`config.mk`:
```
export PLATFORM = sky130hd
export DESIGN_NAME = mem_controller
export DESIGN_NICKNAME = d
export VERILOG_FILES = /design/src/rtl/mem_controller.sv
export SDC_FILE = /design/constraint.sdc
export NUM_CORES = 1
export LEC_CHECK = 0
export CAP_MARGIN = 20
export CORE_MARGIN = 5
export CORE_UTILIZATION = 55
export DETAILED_ROUTE_END_ITERATION = 7
export DONT_BUFFER_PORTS = 1
export GPL_ROUTABILITY_DRIVEN = 1
export GPL_TIMING_DRIVEN = 0
export PLACE_DENSITY = 0.81
export SLEW_MARGIN = 20
export SYNTH_ARGS = -nofsm -noshare
export SYNTH_HDL_FRONTEND = slang
export SYNTH_SLANG_ARGS = --single-unit
export TNS_END_PERCENT = 100
```
`constraint.sdc`:
```
create_clock -name clock -period 2.4 [get_ports clock]
set_input_delay 0.48 -clock clock [delete_from_list [all_inputs] [get_ports clock]]
set_output_delay 0.48 -clock clock [all_outputs]
set_load 0.02 [all_outputs]
```
`src/rtl/mem_controller.sv`:
```
// Memory controller: held CPU request -> wait states -> RAM read/write, RMW for sub-word stores.
// Optional bounds checking is enabled by defining MEM_CTRL_BOUNDS_EN.
module mem_controller #(
    parameter int unsigned WAIT_STATES = 1,
    parameter int unsigned MEM_WORDS   = 128
) (
    input  logic         clock,
    input  logic         reset,
    input  logic         cpu_req,
    input  logic         cpu_write,
    input  logic [15:31] cpu_address,
    input  logic [0:3]   cpu_byte_en,
    input  logic [0:31]  cpu_data_in,
    output logic [0:31]  cpu_data_out,
    output logic         cpu_ready,
    output logic         cpu_fault,
    output logic [15:31] ram_address,
    output logic         ram_write_en,
    output logic [0:31]  ram_data_out,
    input  logic [0:31]  ram_data_in
);

    typedef enum logic [2:0] {IDLE, WAIT, READ, WRITE, DONE} state_t;

    localparam logic [15:31] ADDR_MASK = 17'(MEM_WORDS - 1);
    localparam logic [3:0]   WAIT_LAST = 4'(WAIT_STATES - 1);

    state_t      state, state_next;
    logic [3:0]  wait_cnt;
    logic        lat_write;
    logic [0:3]  lat_be;
    logic [0:31] merged;
    logic        out_of_range;

`ifdef MEM_CTRL_BOUNDS_EN
    logic fault_q;
    assign out_of_range = 32'(cpu_address) >= MEM_WORDS;
    assign cpu_fault    = (state == DONE) && fault_q;
`else
    assign out_of_range = 1'b0;
    assign cpu_fault    = 1'b0;
`endif

    // Both strobes come straight from the state register, so reset removes them at once.
    assign cpu_ready    = (state == DONE);
    assign ram_write_en = (state == WRITE);

    function automatic state_t access_state(input logic write, input logic [0:3] be);
        if (!write)             return READ;
        else if (be == 4'b1111) return WRITE;
        else if (be == 4'b0000) return DONE;
        else                    return READ;
    endfunction

    // ram_data_out holds the CPU store data until READ replaces it with the merged word.
    always_comb begin
        merged = ram_data_in;
        for (int i = 0; i < 4; i++) begin
            if (lat_be[i]) merged[8*i +: 8] = ram_data_out[8*i +: 8];
        end
    end

    always_comb begin
        // NOTE: default first so every path assigns state_next and no latch is inferred.
        state_next = state;
        case (state)
            IDLE: begin
                if (cpu_req) begin
                    if (out_of_range)          state_next = DONE;
                    else if (WAIT_STATES == 0) state_next = access_state(cpu_write, cpu_byte_en);
                    else                       state_next = WAIT;
                end
            end
            WAIT:    if (wait_cnt == WAIT_LAST) state_next = access_state(lat_write, lat_be);
            READ:    state_next = lat_write ? WRITE : DONE;
            WRITE:   state_next = DONE;
            DONE:    state_next = IDLE;
            default: state_next = IDLE;
        endcase
    end

    // NOTE: non-blocking assignments keep every register updating from pre-edge values.
    always_ff @(posedge clock or negedge reset) begin
        if (!reset) begin
            state        <= IDLE;
            wait_cnt     <= 4'd0;
            lat_write    <= 1'b0;
            lat_be       <= 4'b0000;
            cpu_data_out <= '0;
            ram_address  <= '0;
            ram_data_out <= '0;
`ifdef MEM_CTRL_BOUNDS_EN
            fault_q      <= 1'b0;
`endif
        end else begin
            state <= state_next;
            case (state)
                IDLE: begin
                    if (cpu_req) begin
                        ram_address  <= cpu_address & ADDR_MASK;
                        lat_write    <= cpu_write;
                        lat_be       <= cpu_byte_en;
                        ram_data_out <= cpu_data_in;
                        wait_cnt     <= 4'd0;
`ifdef MEM_CTRL_BOUNDS_EN
                        fault_q      <= out_of_range;
`endif
                    end
                end
                WAIT: wait_cnt <= wait_cnt + 4'd1;
                READ: begin
                    if (lat_write) ram_data_out <= merged;
                    else           cpu_data_out <= ram_data_in;
                end
                default: ;
            endcase
        end
    end

endmodule

```
Yosys cells after proc, flatten, opt, wreduce, memory -nomap -nowiden
Index checks and enable logic that the tools add are counted.

word-level totals
  word-level logic and storage cells = 53
  bits in registers = 83
  bits of input ports = 89

operators by class
  bitwise gates (word level) = 1
  reductions and logical operators = 13
  eq/ne operators = 12
  add/subtract/negate cells = 1
  mux-type cells = 16

operators with widths
  operator               count
  $mux W32               2
  $pmux W32 S2           1
  $mux W8                4
  $mux W3                6
  $reduce_and A4 Y1      4
  $ne A2 B2 Y1 const B   7
  $pmux W3 S4            1
  $logic_not A4 Y1       2
  $pmux W4 S2            1
  $reduce_and A2 Y1      4
  $eq A3 B2 Y1 const B   2
  $add A4 B1 Y4 const B  1
  $eq A4 B4 Y1 const B   1
  $mux W4                1
  $reduce_bool A2 Y1     2
  $eq A3 B1 Y1 const B   1
  $eq A3 B3 Y1 const B   1
  $logic_not A3 Y1       1
  $not A1 Y1             1

Longest topological paths before layout
Gate-level depths: netlist of the first run.

  word-level depth = 6
  gate-level depth with buffers = 5

Worst setup path before layout of the first run
Ideal clock, no wire load.

  kind = reg-to-reg
  start point = reg state[0]
  end point = reg ram_data_out[10] in the netlist's numbering
  data required time = 2275 ps
  path buffers = 2
  path slack = 624 ps
  arrival = 1651 ps
  clock period less this slack = 1776 ps
  setup time = 125 ps
  cell stages (with the launch flop) = 6
  path through = dfrtp_1 > buf_2 > nor3b_4 > buf_2 > mux2_2 > mux2_2

between the ends
  longest elaborated chain between the ends = 3

ends and longest elaborated chain
  what                                                                 line  source
  from (decl)                                                          28    state_t state, state_next;
  from (signal assigned)                                               96    state <= state_next;
  $eq A3 B2 Y1 / $logic_not A3 Y1 (equally long branches)              97    case (state)
  $ne A2 B2 Y1 (no line) / $reduce_bool A2 Y1 (equally long branches)  n/a
  $reduce_and A4 Y1 (no line)                                          n/a
  to (signal assigned)                                                 103   ram_data_out <= cpu_data_in;
  to (signal assigned)                                                 112   if (lat_write) ram_data_out <= merged;
  to (decl)                                                            19    output logic [0:31] ram_data_out,

Several ways; a longest one is shown, not always the timed one.
A chain may end at the register's enable or synchronous reset.

Final worst setup path of the first run
  start point = reg state[1]
  end point = out cpu_ready

between the ends
  longest elaborated chain between the ends = 1

ends and longest elaborated chain
  what          line  source
  $eq A3 B3 Y1  45    assign cpu_ready = (state == DONE);
  to (decl)     15    output logic cpu_ready,

No other way between the ends.

==> results of run 1 <==
==> per-layer routing <==
metal / part of all wire / up-vias
met5: 0 / -
met4: 0.0075 / 0
met3: 0.12 / 6
met2: 0.51 / 107
met1: 0.36 / 1072
li1: - / 964
==> final timing paths <==
path	startpoint	to	slack, ns	cells after the start
max	state[1]	cpu_ready	0.33	2
min	reset	cpu_data_out[30]	-0.18	0
max reg2reg	state[0]	ram_data_out[20]	0.36	5
min reg2reg	lat_be[2]	lat_be[2]	0.56	1
max in group asynchronous	reset	wait_cnt[2]	2.47	0
min in group clock	ram_data_in[8]	cpu_data_out[8]	0.26	1
==> worst register-to-register path, delay by kind of cell (launching register included) <==
kind / cells / cell delay, ns
buffers and inverters: 2 / 0.54
flip-flops: 1 / 0.36
multiplexers: 2 / 0.64
AND/OR/NAND/NOR: 1 / 0.40
==> power by group <==
part | internal [W] | total, W | leakage [nW] | switching [W]
logic | 0.00100 | 0.00170 | 0.682 | 0.000692
registers | 0.00210 | 0.00339 | 0.980 | 0.00128
clock network | 0.000495 | 0.000944 | 0.0950 | 0.000449
==> cells in the final DEF, fill, tap and decap left out, drive strengths merged, types with 2 or more instances in the layout <==
| master | Yosys | layout |
|---|---|---|
| a2111oi | 2 | 2 |
| a21oi | 8 | 8 |
| a22o | 2 | 2 |
| and3b | 2 | 2 |
| buf | 21 | 21 |
| clkbuf | 3 | 14 |
| clkinv | 0 | 2 |
| conb | 1 | 11 |
| dfrtp | 83 | 83 |
| ha | 2 | 2 |
| inv | 3 | 3 |
| mux2 | 109 | 109 |
| nand2 | 3 | 3 |
| nand3 | 2 | 2 |
| nand3b | 4 | 4 |
| nor2 | 3 | 3 |
| nor3b | 3 | 3 |
| xnor2 | 2 | 2 |
==> state kept, by name, indices dropped and copies added (netlist names) <==
register / count
wait_cnt: 4
state: 3
ram_address: 7
ram_data_out: 32
lat_write: 1
cpu_data_out: 32
lat_be: 4
==> logic make-up after synthesis <==
group                    count (synthesis)
AO/OA/AOI/OAI                           14
XOR/XNOR                                 2
adder cells (fa/ha/maj)                  2
buffers and inverters                   27
flip-flops                              83
multiplexers                           109
other                                    1
AND/OR/NAND/NOR                         26
==> per-stage QoR <==
stage,utilization,cell area (um2),setup WS (ns),power [W],hold WS (ns)
4_1_cts,0.614,4170,0.264,0.00611,-0.197
5_1_grt,0.614,4170,0.224,0.00643,-0.211
3_3_place_gp,0.587,3990,0.341,0.00506,0.186
2_1_floorplan,-,3870,0.624,0.00472,0.184
3_5_place_dp,0.587,3990,0.332,0.00516,0.187
6_report,0.614,4170,0.325,0.00603,-0.180
==> final cells by class <==
cell class | instances | area [um2] | share of cell area
flip-flops and latches | 83 | 2080 | 0.498
multi-input cells | 164 | 1630 | 0.391
plain buffers | 24 | 150 | 0.0360
clock buffers | 11 | 141 | 0.0339
well taps | 96 | 120 | 0.0288
clock inverters | 3 | 40.0 | 0.00960
inverters | 3 | 11.3 | 0.00270
==> flow_summary.yaml, run 1 <==
clock_tree:
  cts_setup_buffers: 0
  cts_tree: "yes"
  cts_buffer_depth: 2
  cts_sinks: 83
  cts_root_buf: "clkbuf_8"
  htree_levels: 3
  clkTransAtPathRegs_ns: 0.08
  clkLatencyLatePin_ns: 0.35
  numCtsBuffers: 9
  post_cts_resized: 0
worst_setup_path:
  worstPathArrival_ns: 1.59
  crit_fanout: 10
  crit_chain: "buf_2 -> nor3b_1"
  crit_type: "flip-flop to output pin"
  cp_slowest_cell: "nor3b_1"
  slowest_delay_ns: 0.62
  crit_path_start_kind: "flip-flop"
  cp_num_buf_inv: 1
  critPathCaptureType: "output pin"
  path_delay_family: "simple AND/OR/NAND/NOR gates"
  worstPathRequired_ns: 1.92
floorplan:
  initial_core_util: 0.564
  pin_count: 173
  design.core.area_um2: 6790
  die_w_um: 93.4
  die_height_um: 93.4
  placementRows: 30
  dieArea_um2: 8730
timing:
  slew_viol_final: 0
  tightest_slew_ns: 0.717
  skew_ns: 0.0122
  slew_headroom: 0.521
  tns_ns: 0
  finalHoldViolations: 83
  grt_setup_unrepaired: "false"
  hold_ws_ns: -0.180
  min_period_ns: 2.07
  fin_crit_sh: 0.864
  max_freq_ghz: 0.482
  setup_viol: 0
synth:
  synth_top_area_frac: 0.542
  postSynth.asyncResetShare: 1.00
  ys_top_cells_by_count: "mux2_2, dfrtp_1, buf_4"
  synth_area_leaders: "dfrtp_1, mux2_2, buf_4"
  yosysSeqAreaShare: 0.542
  synth_most_common_cell: "mux2_2"
  synth-simple-area-share: 0.0497
  synth_compound_area_frac: 0.0333
  synthMuxAreaShare: 0.320
  synthesis.area_um2: 3830
  avgSynthCellArea_um2: 14.5
  synth-xor-area-share: 0.00457
  netlist_instances: 264
  synth_cell_types: 36
  synthFlopType: "dfrtp_1"
  synth_edf_count: 0
  ys_seq_elements: 83
  yosysTopAreaCell: "dfrtp_1"
  synth_adder_area_share: 0.00653
  synth_warnings: 0
  synth_top_family_by_area: "multiplexers"
drt:
  route.detailed.drc: 0
  via_count: 2149
  drt-total-wl_mm: 7.86
  vias_per_cell: 5.60
  detail-route-antenna-nets: 0
  wl_per_cell_um: 20.5
  drt-initial-drc-count: 35
  drtPass1Iterations: 4
finish:
  fillCellCount: 541
  drive_gt1_frac: 0.517
  layout.nets: 376
  area_growth_pct: 8.85
  fin_cells: 384
  antenna_cells: 0
grt:
  grt.total_usage: 0.189
  top_usage_layer: "met2"
  met3_usage: 0.0861
  grt_pass1_wl_mm: 12.7
  first_global_vias: 2404
  met2_usage: 0.319
  overflow: 0
  antenna_found_initial: 0
  met1_usage: 0.218
  grt_max_degree: 84
power:
  p_leak_nw: 1.76
  vdd_drop_max_mv: 0.644
  p_per_area_nw_per_um2: 1450
outcome:
  status: "finished, violations left"
  violations: "hold timing"
worst_hold_path:
  hold_path_class: "input port to async pin"
place:
  gp_congestion: 0.806
  dpl.cell_count: 370
  dp_hpwl_mm: 5.93
  port_buffers: 0
run:
  maxCapViolCount: 0
No activity file was read; power rests on OpenSTA's default activity.
==> run 2: changes to the inputs <==
CORE_ASPECT_RATIO = 0.5   (was not set)
PLACE_DENSITY = 0.7   (was 0.81)
SKIP_CTS_REPAIR_TIMING = 1   (was not set)
==> run 2 against run 1 <==
Compared with the run above: the run still ends with hold timing left; power increased by 6.6%; sequential power about the same; global-route usage decreased by 0.34 points; register-to-register slack about the same; sequential share of layout area decreased by 1.1 points; non-clock buffer count unchanged; first-iteration DRC count increased by 110%; critical path type unchanged; largest cell class unchanged; largest power group unchanged.
==> flow_summary.yaml, run 2 (synthesis results as in run 1) <==
run:
  maxCapViolCount: 0
finish:
  layout_commonest_cell: "mux2_2"
  area_growth_pct: 11.4
  layout_common_cells: "mux2_2, dfrtp_1, buf_4"
  drive_gt1_frac: 0.517
  reg_top3: "cpu_data_out (32), ram_data_out (32), ram_address (7)"
  antenna_cells: 0
  layout.nets: 376
timing:
  slew_headroom: 0.527
  slew_viol_final: 0
  finalHoldViolations: 83
  setup_viol: 0
  skew_ns: 0.00291
  tns_ns: 0
  hold_ws_ns: -0.158
  fin_crit_sh: 0.860
  grt_setup_unrepaired: "false"
  tightest_slew_ns: 0.708
  max_freq_ghz: 0.485
  min_period_ns: 2.06
worst_setup_path:
  regToRegStartpoint: "state[0]"
  crit_path_start_kind: "flip-flop"
  crit_fanout: 10
  r2r_end: "ram_data_out[18]"
  reg2reg_depth: 5
  worstPathArrival_ns: 1.58
  worstPathRequired_ns: 1.92
  crit_type: "flip-flop to output pin"
  reg2reg_setup_slack_ns: 0.35
  critPathCaptureType: "output pin"
place:
  port_buffers: 0
  dp_hpwl_mm: 6.07
  gp_congestion: 0.762
clock_tree:
  clkLatencyLatePin_ns: 0.33
  cts_tree: "yes"
  clkTransAtPathRegs_ns: 0.06
  numCtsBuffers: 9
  cts_buffer_depth: 2
  htree_levels: 3
  cts_sinks: 83
  cts_root_buf: "clkbuf_16"
floorplan:
  design.core.area_um2: 6730
  die_w_um: 128
  placementRows: 21
  dieArea_um2: 8830
  initial_core_util: 0.569
  die_height_um: 69.0
  pin_count: 173
grt:
  met3_usage: 0.0972
  overflow: 0
  grt.total_usage: 0.186
  grt_pass1_wl_mm: 12.8
  met1_usage: 0.212
  top_usage_layer: "met2"
  met2_usage: 0.293
  grt_max_degree: 84
  antenna_found_initial: 0
  first_global_vias: 2361
outcome:
  status: "finished, violations left"
  violations: "hold timing"
drt:
  drt-initial-drc-count: 73
  wl_per_cell_um: 21.0
  vias_per_cell: 5.67
  route.detailed.drc: 0
  drt-total-wl_mm: 7.99
  drtPass1Iterations: 4
  detail-route-antenna-nets: 0
  via_count: 2153
worst_hold_path:
  hold_path_class: "input port to async pin"
power:
  p_per_area_nw_per_um2: 1510
  vdd_drop_max_mv: 0.729
  p_leak_nw: 1.80
-- run 2: metrics by stage --
stage | area, um2 | worst slack, ns | std cells | power [W] | util
global placement | 3980 | 0.392 | 366 | 0.00506 | 0.592
CTS | 4270 | 0.307 | 380 | 0.00651 | 0.634
detailed placement | 3980 | 0.356 | 366 | 0.00516 | 0.592
global route | 4270 | 0.236 | 380 | 0.00679 | 0.634
floorplan | 3870 | 0.624 | 274 | 0.00472 | -
finish | 4270 | 0.336 | 380 | 0.00643 | 0.634
-- run 2: routing by layer --
| layer | up-vias | wire length, um |
|---|---|---|
| met5 | - | 0 |
| met3 | 18 | 977 |
| met4 | 0 | 180 |
| li1 | 964 | - |
| met1 | 1065 | 3080 |
| met2 | 106 | 3760 |
-- run 2: critical path: stages (launching register included) --
cell and delay, ns:
dfrtp_1 0.43, buf_2 0.20, nor3b_1 0.62
-- run 2: worst max-delay path by stage --
stage	start	endpoint	slack, ns	cells after the start
3_3_place_gp	state[0]	ram_data_out[27]	0.39	5
5_1_grt	state[0]	ram_data_out[18]	0.24	5
4_1_cts	state[1]	cpu_ready	0.31	2
6_report	state[1]	cpu_ready	0.34	2
3_5_place_dp	state[0]	ram_data_out[27]	0.36	5
2_1_floorplan	state[0]	ram_data_out[10]	0.62	5
-- run 2: where the power goes --
| group | total (W) | switching (W) | internal (W) |
|---|---|---|---|
| clock | 0.00132 | 0.000500 | 0.000818 |
| combinational | 0.00171 | 0.000701 | 0.00100 |
| sequential | 0.00340 | 0.00130 | 0.00211 |
-- run 2: cell type report --
type / count / area, um2
well taps: 92 / 115
flip-flops and latches: 83 / 2080
fillers: 537 / 2460
multi-input cells: 164 / 1630
inverters: 3 / 11.3
plain buffers: 24 / 150
clock buffers: 11 / 243
clock inverters: 3 / 40.0
==> run 3: changes to the inputs <==
CORE_UTILIZATION = 50   (was 55)
PLACE_DENSITY = not set   (was 0.7)
==> run 3 against run 2 <==
Compared with the run above: utilization fell by 5.3 points; critical path depth grew 3; largest cell class unchanged; clock power about the same; sequential share of layout area shrank 0.23 points; critical endpoint is now ram_data_out[17]; combinational power is essentially flat; worst setup slack better by 0.019 ns; clock-buffer cell count stayed put; die area up 8.9%; the run still ends with hold timing left; non-clock buffer count unchanged.
==> flow_summary.yaml, run 3 (synthesis results as in run 1) <==
timing:
  fin_crit_sh: 0.852
  tns_ns: 0
  min_period_ns: 2.04
  slew_headroom: 0.531
  setup_viol: 0
  grt_setup_unrepaired: "false"
  slew_viol_final: 0
  finalHoldViolations: 83
  hold_ws_ns: -0.153
  tightest_slew_ns: 0.702
  skew_ns: 0.00627
  max_freq_ghz: 0.489
finish:
  area_growth_pct: 11.9
  utilization: 0.581
  layout_commonest_cell: "mux2_2"
  fin_cells: 387
  drive_gt1_frac: 0.521
  layout.nets: 376
  layout_common_cells: "mux2_2, dfrtp_1, buf_4"
  reg_top3: "cpu_data_out (32), ram_data_out (32), ram_address (7)"
drt:
  via_count: 2183
  dr_wl_met2_mm: 3.59
  drtPass1Iterations: 4
  route.detailed.drc: 0
  wl_per_cell_um: 20.6
  drt-total-wl_mm: 7.96
  vias_per_cell: 5.64
  detail-route-antenna-nets: 0
  wl_met3_um: 995
  drt-initial-drc-count: 58
  top_layer: "met5"
  wl_met1_mm: 3.22
worst_setup_path:
  cp_slowest_cell: "nor3b_4"
  critPathCaptureType: "flip-flop"
  crit_path_start_kind: "flip-flop"
  crit_fanout: 10
  crit_type: "flip-flop to flip-flop"
  worstPathRequired_ns: 2.61
  worstPathArrival_ns: 2.25
  slowest_delay_ns: 0.40
  crit_chain: "buf_2 -> nor3b_4 -> buf_2 -> mux2_2 -> mux2_2"
floorplan:
  design.core.area_um2: 7380
  initial_core_util: 0.519
  placementRows: 22
  die_w_um: 134
  pin_count: 173
  dieArea_um2: 9620
  die_height_um: 71.9
place:
  port_buffers: 0
  dpl.cell_count: 370
  gp_congestion: 0.804
  dp_hpwl_mm: 6.12
clock_tree:
  numCtsBuffers: 9
  cts_buffer_depth: 2
  cts_tree: "yes"
  clkTransAtPathRegs_ns: 0.06
  clkLatencyLatePin_ns: 0.33
  htree_levels: 3
  cts_sinks: 83
  cts_root_buf: "clkbuf_16"
grt:
  first_global_vias: 2312
  antenna_found_initial: 2
  grt_max_degree: 84
  overflow: 0
  grt_pass1_wl_mm: 12.6
  grt.total_usage: 0.170
power:
  p_per_area_nw_per_um2: 1500
  p_leak_nw: 1.81
  fin_total_pwr_w: 0.00644
  vdd_drop_max_mv: 0.634
worst_hold_path:
  hold_path_class: "input port to async pin"
run:
  maxCapViolCount: 0
outcome:
  violations: "hold timing"
  status: "finished, violations left"
## run 3: changes by cell type in the layout (fill, tap and decap cells not counted)
| cell | delta |
|---|---|
| clkinv_2 | +1 |
| clkinvlp_4 | +1 |
| diode_2 | +1 |
## run 3: final cells by class
type / count / area (um2)
multi-input combinational: 164 / 1630
fill: 625 / 3090
tap: 96 / 120
inverter: 3 / 11.3
sequential: 83 / 2080
buffer: 24 / 150
clock buffer: 11 / 243
antenna: 1 / 2.50
clock inverter: 5 / 52.6
## run 3: power by group
group	switching [W]	internal [W]	total, W
registers	0.00130	0.00211	0.00340
clock network	0.000513	0.000828	0.00134
logic	0.000689	0.00100	0.00169
total	0.00250	0.00394	0.00644
## run 3: worst max-delay path, delay by kind of cell, from the launching register on
family	cells	cell delay (ns)
flip-flops	1	0.35
AND/OR/NAND/NOR	1	0.40
buffers and inverters	2	0.54
multiplexers	2	0.63
## run 3: worst paths after layout
check,slack [ns],cells after the start,end,startpoint
setup / recovery,0.36,5,ram_data_out[17],state[0]
hold / removal,-0.15,0,cpu_data_out[5],reset
setup reg to reg,0.36,5,ram_data_out[17],state[0]
hold reg to reg,0.55,1,wait_cnt[1],wait_cnt[1]
max in group asynchronous,2.38,0,ram_address[27],reset
min in group clock,0.28,2,lat_write,cpu_write
## run 3: per-stage QoR
step,area [um2],setup slack (ns)
6_report,4290,0.356
5_1_grt,4290,0.224
4_1_cts,4280,0.301
3_5_place_dp,3990,0.331
3_3_place_gp,3990,0.360
2_1_floorplan,3870,0.624
## run 3: layer usage
layer,vias to the layer above,GRT usage
met2,110,0.268
met3,13,0.0968
met4,2,0.0536
li1,978,-
met1,1080,0.199
met5,-,0
